--- config.mk ---
export PLATFORM = sky130hd
export DESIGN_NAME = user_button_decoder_flat
export DESIGN_NICKNAME = d
export VERILOG_FILES = /design/src/rtl/user_button_decoder_pkg.sv /design/src/rtl/user_button_decoder_if.sv /design/src/rtl/user_button_decoder_button_debounce.sv /design/src/rtl/user_button_decoder.sv /design/src/flat_wrapper.sv
export SDC_FILE = /design/constraint.sdc
export NUM_CORES = 1
export LEC_CHECK = 0
export BUFFER_PORTS_ARGS = -buffer_cell sky130_fd_sc_hd__buf_2
export CORE_UTILIZATION = 30
export DETAILED_ROUTE_END_ITERATION = 10
export MAX_ROUTING_LAYER = met4
export PLACE_DENSITY = 0.53
export REMOVE_ABC_BUFFERS = 1
export SETUP_SLACK_MARGIN = 0.15
export SLEW_MARGIN = 25
export SYNTH_ARGS = -nofsm -noshare
export SYNTH_HDL_FRONTEND = slang
export SYNTH_SLANG_ARGS = --single-unit
--- constraint.sdc ---
create_clock -name sys_clk -period 1.75 [get_ports sys_clk]
set_input_delay 0.35 -clock sys_clk [delete_from_list [all_inputs] [get_ports sys_clk]]
set_output_delay 0.35 -clock sys_clk [all_outputs]
set_load 0.01 [all_outputs]
--- src/rtl/user_button_decoder_pkg.sv ---
// Shared types and constants for the user button decoder: event codes,
// classifier states and event buffer geometry.
package user_button_decoder_pkg;

  typedef enum logic [1:0] {
    EVT_NONE  = 2'b00,
    EVT_SHORT = 2'b01,
    EVT_LONG  = 2'b10
  } evt_code_e;

  typedef enum logic [1:0] {
    IDLE,
    HELD,
    LONG_HELD
  } cls_state_e;

  localparam int EVT_DEPTH = 2;
  localparam int EVT_PTR_W = (EVT_DEPTH > 1) ? $clog2(EVT_DEPTH) : 1;
  localparam int EVT_CNT_W = $clog2(EVT_DEPTH + 1);

  // Circular pointer advance that also works for non-power-of-two depths.
  function automatic logic [EVT_PTR_W-1:0] ptr_inc(input logic [EVT_PTR_W-1:0] ptr);
    return (ptr == EVT_PTR_W'(EVT_DEPTH - 1)) ? '0 : ptr + 1'b1;
  endfunction

endpackage

--- src/rtl/user_button_decoder_if.sv ---
// Event handshake between the decoder (producer) and its consumer.
interface user_button_decoder_if;
  import user_button_decoder_pkg::*;

  logic      event_valid;
  evt_code_e event_code;
  logic      event_ready;

  modport master (output event_valid, output event_code, input event_ready);
  modport slave  (input event_valid, input event_code, output event_ready);
endinterface

--- src/rtl/user_button_decoder_button_debounce.sv ---
// Two-flop synchroniser, polarity normalisation and consecutive-cycle
// debounce for one raw button pin; btn_level is 1 while pressed.
module button_debounce #(
  parameter int DEBOUNCE_CYCLES = 15650,
  parameter bit ACTIVE_LOW      = 1'b1
) (
  input  logic clk,
  input  logic rst_n,
  input  logic btn_raw,
  output logic btn_level
);

  localparam int DEB_W = $clog2(DEBOUNCE_CYCLES + 1);

  logic [1:0]       sync_q, sync_d;
  logic [DEB_W-1:0] deb_cnt_q, deb_cnt_d;
  logic             level_q, level_d;
  logic             pressed;

  assign pressed   = sync_q[1] ^ ACTIVE_LOW;
  assign btn_level = level_q;

  // NOTE: every always_comb output gets a default first so no path leaves it unassigned (no latch).
  always_comb begin
    sync_d    = {sync_q[0], btn_raw};
    deb_cnt_d = '0;
    level_d   = level_q;
    if (pressed != level_q) begin
      if (deb_cnt_q == DEB_W'(DEBOUNCE_CYCLES - 1)) begin
        level_d = ~level_q;
      end else begin
        deb_cnt_d = deb_cnt_q + 1'b1;
      end
    end
  end

  // NOTE: state is updated with <= only, so every flop samples pre-edge values.
  always_ff @(posedge clk or negedge rst_n) begin
    if (!rst_n) begin
      // Synchroniser starts at the released pin level so reset never looks like a press.
      sync_q    <= {2{ACTIVE_LOW}};
      deb_cnt_q <= '0;
      level_q   <= 1'b0;
    end else begin
      sync_q    <= sync_d;
      deb_cnt_q <= deb_cnt_d;
      level_q   <= level_d;
    end
  end

endmodule

--- src/rtl/user_button_decoder.sv ---
// Debounced push-button press classifier (SHORT/LONG) feeding a small
// event FIFO drained through a valid/ready handshake.
module user_button_decoder
  import user_button_decoder_pkg::*;
#(
  parameter int DEBOUNCE_CYCLES = 15650,
  parameter int LONG_CYCLES     = 7825000,
  parameter bit ACTIVE_LOW      = 1'b1
) (
  input  logic                         sys_clk,
  input  logic                         sys_rst_n,
  input  logic                         user_btn0,
  output logic                         btn_level,
  output logic                         overflow,
  user_button_decoder_if.master        evt
);

  localparam int HOLD_W = $clog2(LONG_CYCLES);

  button_debounce #(
    .DEBOUNCE_CYCLES (DEBOUNCE_CYCLES),
    .ACTIVE_LOW      (ACTIVE_LOW)
  ) u_debounce (
    .clk       (sys_clk),
    .rst_n     (sys_rst_n),
    .btn_raw   (user_btn0),
    .btn_level (btn_level)
  );

  // Classifier
  cls_state_e        state_q, state_d;
  logic [HOLD_W-1:0] hold_cnt_q, hold_cnt_d;
  logic              push;
  evt_code_e         push_code;

  always_comb begin
    state_d    = state_q;
    hold_cnt_d = hold_cnt_q;
    push       = 1'b0;
    push_code  = EVT_NONE;
    unique case (state_q)
      IDLE: begin
        if (btn_level) begin
          state_d    = HELD;
          hold_cnt_d = '0;
        end
      end
      HELD: begin
        hold_cnt_d = hold_cnt_q + 1'b1;
        if (!btn_level) begin
          push      = 1'b1;
          push_code = EVT_SHORT;
          state_d   = IDLE;
        end else if (hold_cnt_q == HOLD_W'(LONG_CYCLES - 1)) begin
          // LONG fires while still held; the later release is silent.
          push      = 1'b1;
          push_code = EVT_LONG;
          state_d   = LONG_HELD;
        end
      end
      LONG_HELD: begin
        if (!btn_level) state_d = IDLE;
      end
      default: state_d = IDLE;
    endcase
  end

  // Event FIFO
  evt_code_e            mem_q [EVT_DEPTH];
  evt_code_e            mem_d [EVT_DEPTH];
  logic [EVT_PTR_W-1:0] wr_ptr_q, wr_ptr_d, rd_ptr_q, rd_ptr_d;
  logic [EVT_CNT_W-1:0] count_q, count_d;
  logic                 overflow_q, overflow_d;
  logic                 valid, full, do_pop, do_push;

  assign valid   = (count_q != '0);
  assign full    = (count_q == EVT_CNT_W'(EVT_DEPTH));
  assign do_pop  = valid & evt.event_ready;
  // A pop in the same cycle frees the slot, so a full buffer still accepts.
  assign do_push = push & (~full | do_pop);

  always_comb begin
    mem_d      = mem_q;
    wr_ptr_d   = wr_ptr_q;
    rd_ptr_d   = rd_ptr_q;
    count_d    = count_q;
    overflow_d = overflow_q | (push & ~do_push);
    if (do_push) begin
      mem_d[wr_ptr_q] = push_code;
      wr_ptr_d        = ptr_inc(wr_ptr_q);
    end
    if (do_pop) rd_ptr_d = ptr_inc(rd_ptr_q);
    unique case ({do_push, do_pop})
      2'b10:   count_d = count_q + 1'b1;
      2'b01:   count_d = count_q - 1'b1;
      default: count_d = count_q;
    endcase
  end

  always_ff @(posedge sys_clk or negedge sys_rst_n) begin
    if (!sys_rst_n) begin
      state_q    <= IDLE;
      hold_cnt_q <= '0;
      // NOTE: the buffer storage is reset too, so event_code is never X after reset.
      mem_q      <= '{default: EVT_NONE};
      wr_ptr_q   <= '0;
      rd_ptr_q   <= '0;
      count_q    <= '0;
      overflow_q <= 1'b0;
    end else begin
      state_q    <= state_d;
      hold_cnt_q <= hold_cnt_d;
      mem_q      <= mem_d;
      wr_ptr_q   <= wr_ptr_d;
      rd_ptr_q   <= rd_ptr_d;
      count_q    <= count_d;
      overflow_q <= overflow_d;
    end
  end

  assign evt.event_valid = valid;
  assign evt.event_code  = valid ? mem_q[rd_ptr_q] : EVT_NONE;
  assign overflow        = overflow_q;

endmodule

--- src/flat_wrapper.sv ---
// flat-port wrapper written by rule: the top's interface ports become plain ports
module user_button_decoder_flat import user_button_decoder_pkg::*;
#(
  parameter int DEBOUNCE_CYCLES = 15650,
  parameter int LONG_CYCLES     = 7825000,
  parameter bit ACTIVE_LOW      = 1'b1
)
  (sys_clk, sys_rst_n, user_btn0, btn_level, overflow, evt_event_valid, evt_event_code, evt_event_ready);
  user_button_decoder_if evt_i ();
  input  logic sys_clk;
  input  logic sys_rst_n;
  input  logic user_btn0;
  output logic btn_level;
  output logic overflow;
  output wire logic [$bits(evt_i.event_valid)-1:0] evt_event_valid;
  output wire logic [$bits(evt_i.event_code)-1:0] evt_event_code;
  input wire logic [$bits(evt_i.event_ready)-1:0] evt_event_ready;
  assign evt_event_valid = evt_i.event_valid;
  assign evt_event_code = evt_i.event_code;
  assign evt_i.event_ready = evt_event_ready;
  user_button_decoder #(.DEBOUNCE_CYCLES(DEBOUNCE_CYCLES), .LONG_CYCLES(LONG_CYCLES), .ACTIVE_LOW(ACTIVE_LOW)) u_core (.sys_clk(sys_clk), .sys_rst_n(sys_rst_n), .user_btn0(user_btn0), .btn_level(btn_level), .overflow(overflow), .evt(evt_i));
endmodule
After elaboration in Yosys (flattened, before gate mapping)
Index checks and enable logic that the tools add are counted.
Cells by class
  add/subtract/negate cells: 6
  $lt $le $gt $ge: 3
  equality and inequality tests: 11
  multiplexer cells: 25
  bitwise gates (word level): 11
  reduce and logical (&&, ||, !) cells: 8
Operators by type and width (number)
  $pmux 23 s2: 1
  $mux 14: 2
  $mux 2: 12
  $add 23x1->23 const B: 1
  $eq 23x23->1 const B: 1
  $mux 23: 1
  $add 14x1->14 const B: 1
  $eq 14x14->1 const B: 1
  $eq 2x2->1 const B: 3
  $pmux 2 s3: 1
  $reduce_bool 2->1: 3
  $mux 1: 5
  $bwmux 4: 1
  $eq 2x1->1 const B: 2
  $ge 2x2->1 const B: 2
  $ne 2x2->1 const B: 2
  $not 1->1: 4
  $not 1->2: 2
  $pmux 2 s2: 1
  $reduce_and 2->1: 2
  $and 1x1->1: 3
  $ne 3x2->1 const B: 1
  $reduce_and 3->1: 1
  $add 1x1->1 const B: 2
  other kinds (8): 9
Word-level totals
  register bits: 51
  input port bits: 4
  output and inout bits: 5
  logic and storage cells: 75

Longest topological paths before layout
  word-level depth: 8
  mapped depth: 9
  gate-level depth less buffers: 9

By module
Synthesis repeated with hierarchy kept, for this count alone.
Unflattened totals
  cells, all modules: 250
  area total of the unflattened synthesis: 2507.4 µm²
By module, submodules not included
  user_button_decoder: times used 1, cells an instance 172, area an instance 1696.6 µm²
  button_debounce: times used 1, cells an instance 78, area an instance 810.8 µm²

Worst setup path after synthesis
No wires, ideal clock.
  kind: register -> register
  start: register u_core.hold_cnt_q[4]
  end: register u_core.count_q[1]
  setup time: 0.079 ns
  arrival: 1.825 ns
  data required time: 1.671 ns
  slack: -0.155 ns
  stages on the path, launching flop included: 8
  path buffers: 0
  period minus slack after synthesis: 1.905 ns
  cell sequence: dfrtp_1 > nor4b_1 > nand4_1 > o31ai_1 > nand2_1 > ha_1 > nor2_1 > xor2_1
Between the ends
  longest elaborated chain between the ends: 7
  elaborated cells on any way between the ends: 9
Ends and longest elaborated chain
  start: declaration: line user_button_decoder.sv:32  | logic [HOLD_W-1:0] hold_cnt_q, hold_cnt_d;
  start signal: assignment: line user_button_decoder.sv:112  | hold_cnt_q <= hold_cnt_d;
  $eq 23x23->1 *: line user_button_decoder.sv:54  | end else if (hold_cnt_q == HOLD_W'(LONG_CYCLES - 1)) begin
  $mux 1 *: line user_button_decoder.sv:54
  $mux 1 *: line user_button_decoder.sv:50  | if (!btn_level) begin
  $mux 1 *: line user_button_decoder.sv:41  | unique case (state_q)
  $and 1x1->1 *: line user_button_decoder.sv:80  | assign do_push = push & (~full | do_pop);
  $eq 2x1->1 or $eq 2x2->1 (tied branches): line user_button_decoder.sv:93  | unique case ({do_push, do_pop})
  $pmux 2 s2 or $reduce_bool 2->1 (tied branches)
  end signal: assignment: line user_button_decoder.sv:116  | count_q <= count_d;
  end: declaration: line user_button_decoder.sv:72  | logic [EVT_CNT_W-1:0] count_q, count_d;
Every way passes the cells marked *; elsewhere a longest branch is shown, timed or not.
A chain may end at the register's enable or synchronous reset.

Final worst setup path
  start: register u_core.hold_cnt_q[1]
  end: register u_core.count_q[1]
Same word-level chain as after synthesis.

==> summary.md <==
| Metric | Value |
|---|---|
| First-pass GRT wire length | `9760 um` |
| Max IR drop VDD | `0.315 mV` |
| CTS root buf | `clkbuf_8` |
| Slowest CP cell | `dfrtp_1` |
| Worst Path Required | `1940 ps` |
| Die Width | `95.9 um` |
| Logic pwr share | `0.120` |
| Die ar. | `9190 sq um` |
| Clock buffer depth | `2` |
| CTS sink count | `51` |
| DR DRC count | `0` |
| Num CTS Buffers | `5` |
| Initial antenna violation count | `0` |
| P&R area growth vs syn | `31.8%` |
| Rows | `33` |
| Initial DRC Count | `82` |
| Max-slew headroom | `0.667` |
| CTS tree | `done` |
| Largest net degree at the start of global routing | `37` |
| Fmax | `0.519 GHz` |
| Clock network fraction of total power | `0.381` |
| Critical path capture point type | `flip-flop` |
| Worst-path cell chain | `ha_1 -> and4b_1 -> nand4_1 -> o31ai_2 -> nand2_1 -> ha_4 -> xnor2_1 -> nor2_1 -> xor2_1` |
| Violated checks | `negative setup slack` |
| Seq/Total Area, Yosys | `0.484` |
| Setup Skew | `11.5 ps` |
| IO Port Bufs | `8` |
| Post-DRT Antenna Nets | `0` |
| Slew Viols, Final | `0` |
| Global-route usage over all layers | `0.145` |
| Worst min-delay path class | `primary input to flip-flop` |
| Final setup vio count | `12` |
| GP Congestion | `0.803` |
| Mean Syn Cell Area | `9.97 sq um` |
| Vias in the first global route | `2023` |
| Worst-Margin Slew | `497 ps` |
| Share of flip-flops with an asynchronous set or reset | `1.00` |
| Sw Share | `0.240` |
| Nets@finish | `332` |
| CP startpoint kind | `flip-flop` |
| Antenna diodes | `0` |
| 1st-pass router iterations | `4` |
| Final hold vios | `0` |
| Die Height | `95.9 um` |
| Cells after Synth | `265` |
| Max stage delay on crit path | `370 ps` |
| HPWL after DPL | `4300 um` |
| Clock Latency Late Sink | `310 ps` |
| WP data arrival | `2120 ps` |
| Worst-path clk slew | `90 ps` |
| Post-Route Utilization | `0.415` |
| H-tree Lvls | `2` |
| Net Sw Power | `0.000612 W` |
| Core ar. | `8380 sq um` |
| Initial core utilization | `0.315` |
| Final wirelength | `5920 um` |
| Pwr Density | `734 nW/um^2` |
| Overflow after GRT | `0` |
| # Max-Cap Violations | `0` |
| RSZ-0062 raised after global routing | `true` |
| Primary FF master, synth | `dfrtp_1` |
| Critical path fanouts, max | `2` |
| Cell internal pwr | `0.00194 W` |
| Yosys Warn Count | `0` |
| Io pins | `9` |
| Cell variety after synth | `45` |
| Final WS setup | `-178 ps` |
| Crit path time final | `1930 ps` |
| Worst Setup Path Type | `flip-flop to flip-flop` |
| Share of cells above drive strength 1 | `0.332` |
| Final Cycle Share | `1.10` |
| Post-synth design cell area | `2640 sq um` |
| Vias post-DR | `2110` |
| Pleak | `1.59 nW` |
| Synthesized flop and latch total | `51` |
| EDFF count, synth | `0` |
| Vias per inst | `4.91` |
| TNS Setup | `-514 ps` |
| WL per Instance | `13.8 um` |
| Flop pwr share | `0.499` |
| Status | `finished, violations left` |
## kinds of logic (layout without fill, tap and decap cells)
| group | Yosys count | in the layout | synth area share |
|---|---|---|---|
| compound gates | 26 | 26 | 0.0724 |
| buf+inv | 19 | 78 | 0.0369 |
| mux | 14 | 14 | 0.0530 |
| fa+ha+maj | 4 | 4 | 0.0189 |
| xor+xnor | 21 | 21 | 0.0696 |
| simple gates | 130 | 131 | 0.265 |
| flops | 51 | 51 | 0.484 |
## power groups by stage
stage               Sequential (W)  Combinational [W]  Clock [W]
finish                     0.00128           0.000307   0.000973
global route               0.00128           0.000351    0.00107
CTS                        0.00128           0.000301    0.00101
detailed placement         0.00130           0.000285          0
global placement           0.00130           0.000280          0
floorplan                  0.00129           0.000178          0
## worst max-delay path: cells and delay by family (launching register included)
kind | cells | cell delay (ps)
adders and majority gates | 2 | 350
DFF | 1 | 370
and+or+nand+nor | 4 | 570
AOI/OAI and AO/OA | 1 | 260
xor gates and xnor gates | 2 | 280
## sequential cells by signal (all words and copies together), names as in the netlist
| register | flops |
|---|---|
| u_core.count_q | 2 |
| u_core.hold_cnt_q | 23 |
| u_core.mem_q | 4 |
| u_core.wr_ptr_q | 1 |
| u_core.overflow | 1 |
| u_core.u_debounce.btn_level | 1 |
| u_core.u_debounce.deb_cnt_q | 14 |
| u_core.u_debounce.sync_q | 2 |
| u_core.rd_ptr_q | 1 |
| u_core.state_q | 2 |
## cells in the mapped netlist, types with 2 or more instances
cell | number | area (sq um)
mux2i_1 | 14 | 140
clkbuf_1 | 6 | 22.5
nor4_1 | 8 | 50.1
a21oi_1 | 2 | 10.0
ha_1 | 4 | 50.1
nand3_1 | 15 | 75.1
a22o_1 | 3 | 26.3
and3_1 | 7 | 43.8
nor3_1 | 8 | 40.0
nand2_1 | 28 | 105
dfrtp_1 | 49 | 1230
nor2_1 | 22 | 82.6
a211oi_1 | 2 | 15.0
o21ai_0 | 6 | 30.0
nand2b_1 | 2 | 12.5
nand4_1 | 13 | 81.3
a31o_2 | 3 | 26.3
o21bai_1 | 2 | 15.0
xor2_1 | 7 | 61.3
nor2b_1 | 2 | 12.5
inv_1 | 11 | 41.3
nor3b_1 | 2 | 15.0
dfstp_2 | 2 | 52.6
and4_1 | 4 | 35.0
xnor2_1 | 14 | 123
nor2_2 | 10 | 62.6
## path summary, 6_finish.rpt
path                            depth (start not counted)  slack (ps)                           to                   startpoint
worst max-delay path                                    9        -180            u_core.count_q[1]         u_core.hold_cnt_q[1]
worst min-delay path                                    1         160  u_core.u_debounce.sync_q[0]                    user_btn0
worst max register to register                          9        -180            u_core.count_q[1]         u_core.hold_cnt_q[1]
min in group asynchronous                               2         500              u_core.mem_q[3]                    sys_rst_n
worst min register to register                          0         360  u_core.u_debounce.sync_q[1]  u_core.u_debounce.sync_q[0]
max in group asynchronous                               3         660  u_core.u_debounce.sync_q[1]                    sys_rst_n
## placed cells by master, fill, tap and decap left out, types with 5 or more instances in the layout
master     n
and3_1     7
buf_2      8
buf_4     48
clkbuf_8   5
dfrtp_1   49
inv_1     11
mux2i_1   14
nand2_1   26
nand3_1   13
nand4_1   13
nor2_1    17
nor2_2    10
nor2_4     5
nor3_1     6
nor4_1     6
o21ai_0    5
xnor2_1   13
xor2_1     7
## repair_timing
action,CTS,global route
cloned,1,0
endpoints found under the setup margin,24,40
endpoints found under the hold margin,15,0
pin swaps,18,3
hold buffers,1,0
buffers inserted,1,3
gates resized for setup,22,13
## cell type report
type | instances | area [sq um]
repair buffers | 59 | 442
multi-input cells | 196 | 1450
inverters | 11 | 41.3
fillers | 813 | 4900
clock buffers | 5 | 68.8
clock inverters | 3 | 67.6
flip-flops and latches | 51 | 1280
well taps | 105 | 131
## through the flow
| step | area [sq um] | worst slack (ps) | total power, W | instances | hold slack (ps) |
|---|---|---|---|---|---|
| finish | 3480 | -178 | 0.00256 | 430 | 157 |
| global route | 3480 | -298 | 0.00270 | 430 | 137 |
| CTS | 3380 | -164 | 0.00259 | 427 | 143 |
| detailed placement | 3120 | -292 | 0.00159 | 416 | 308 |
| global placement | 3120 | -196 | 0.00158 | 416 | 303 |
| floorplan | 2590 | -155 | 0.00147 | 257 | 54.4 |
## routing by layer
| layer | global-route usage | vias up | share of wire |
|---|---|---|---|
| met5 | - | - | 0 |
| met4 | 0.0473 | 0 | 0.0093 |
| met1 | 0.184 | 1020 | 0.49 |
| met3 | 0.0261 | 4 | 0.018 |
| met2 | 0.236 | 26 | 0.48 |
| li1 | - | 1060 | - |
No activity file was read; power rests on OpenSTA's default activity.
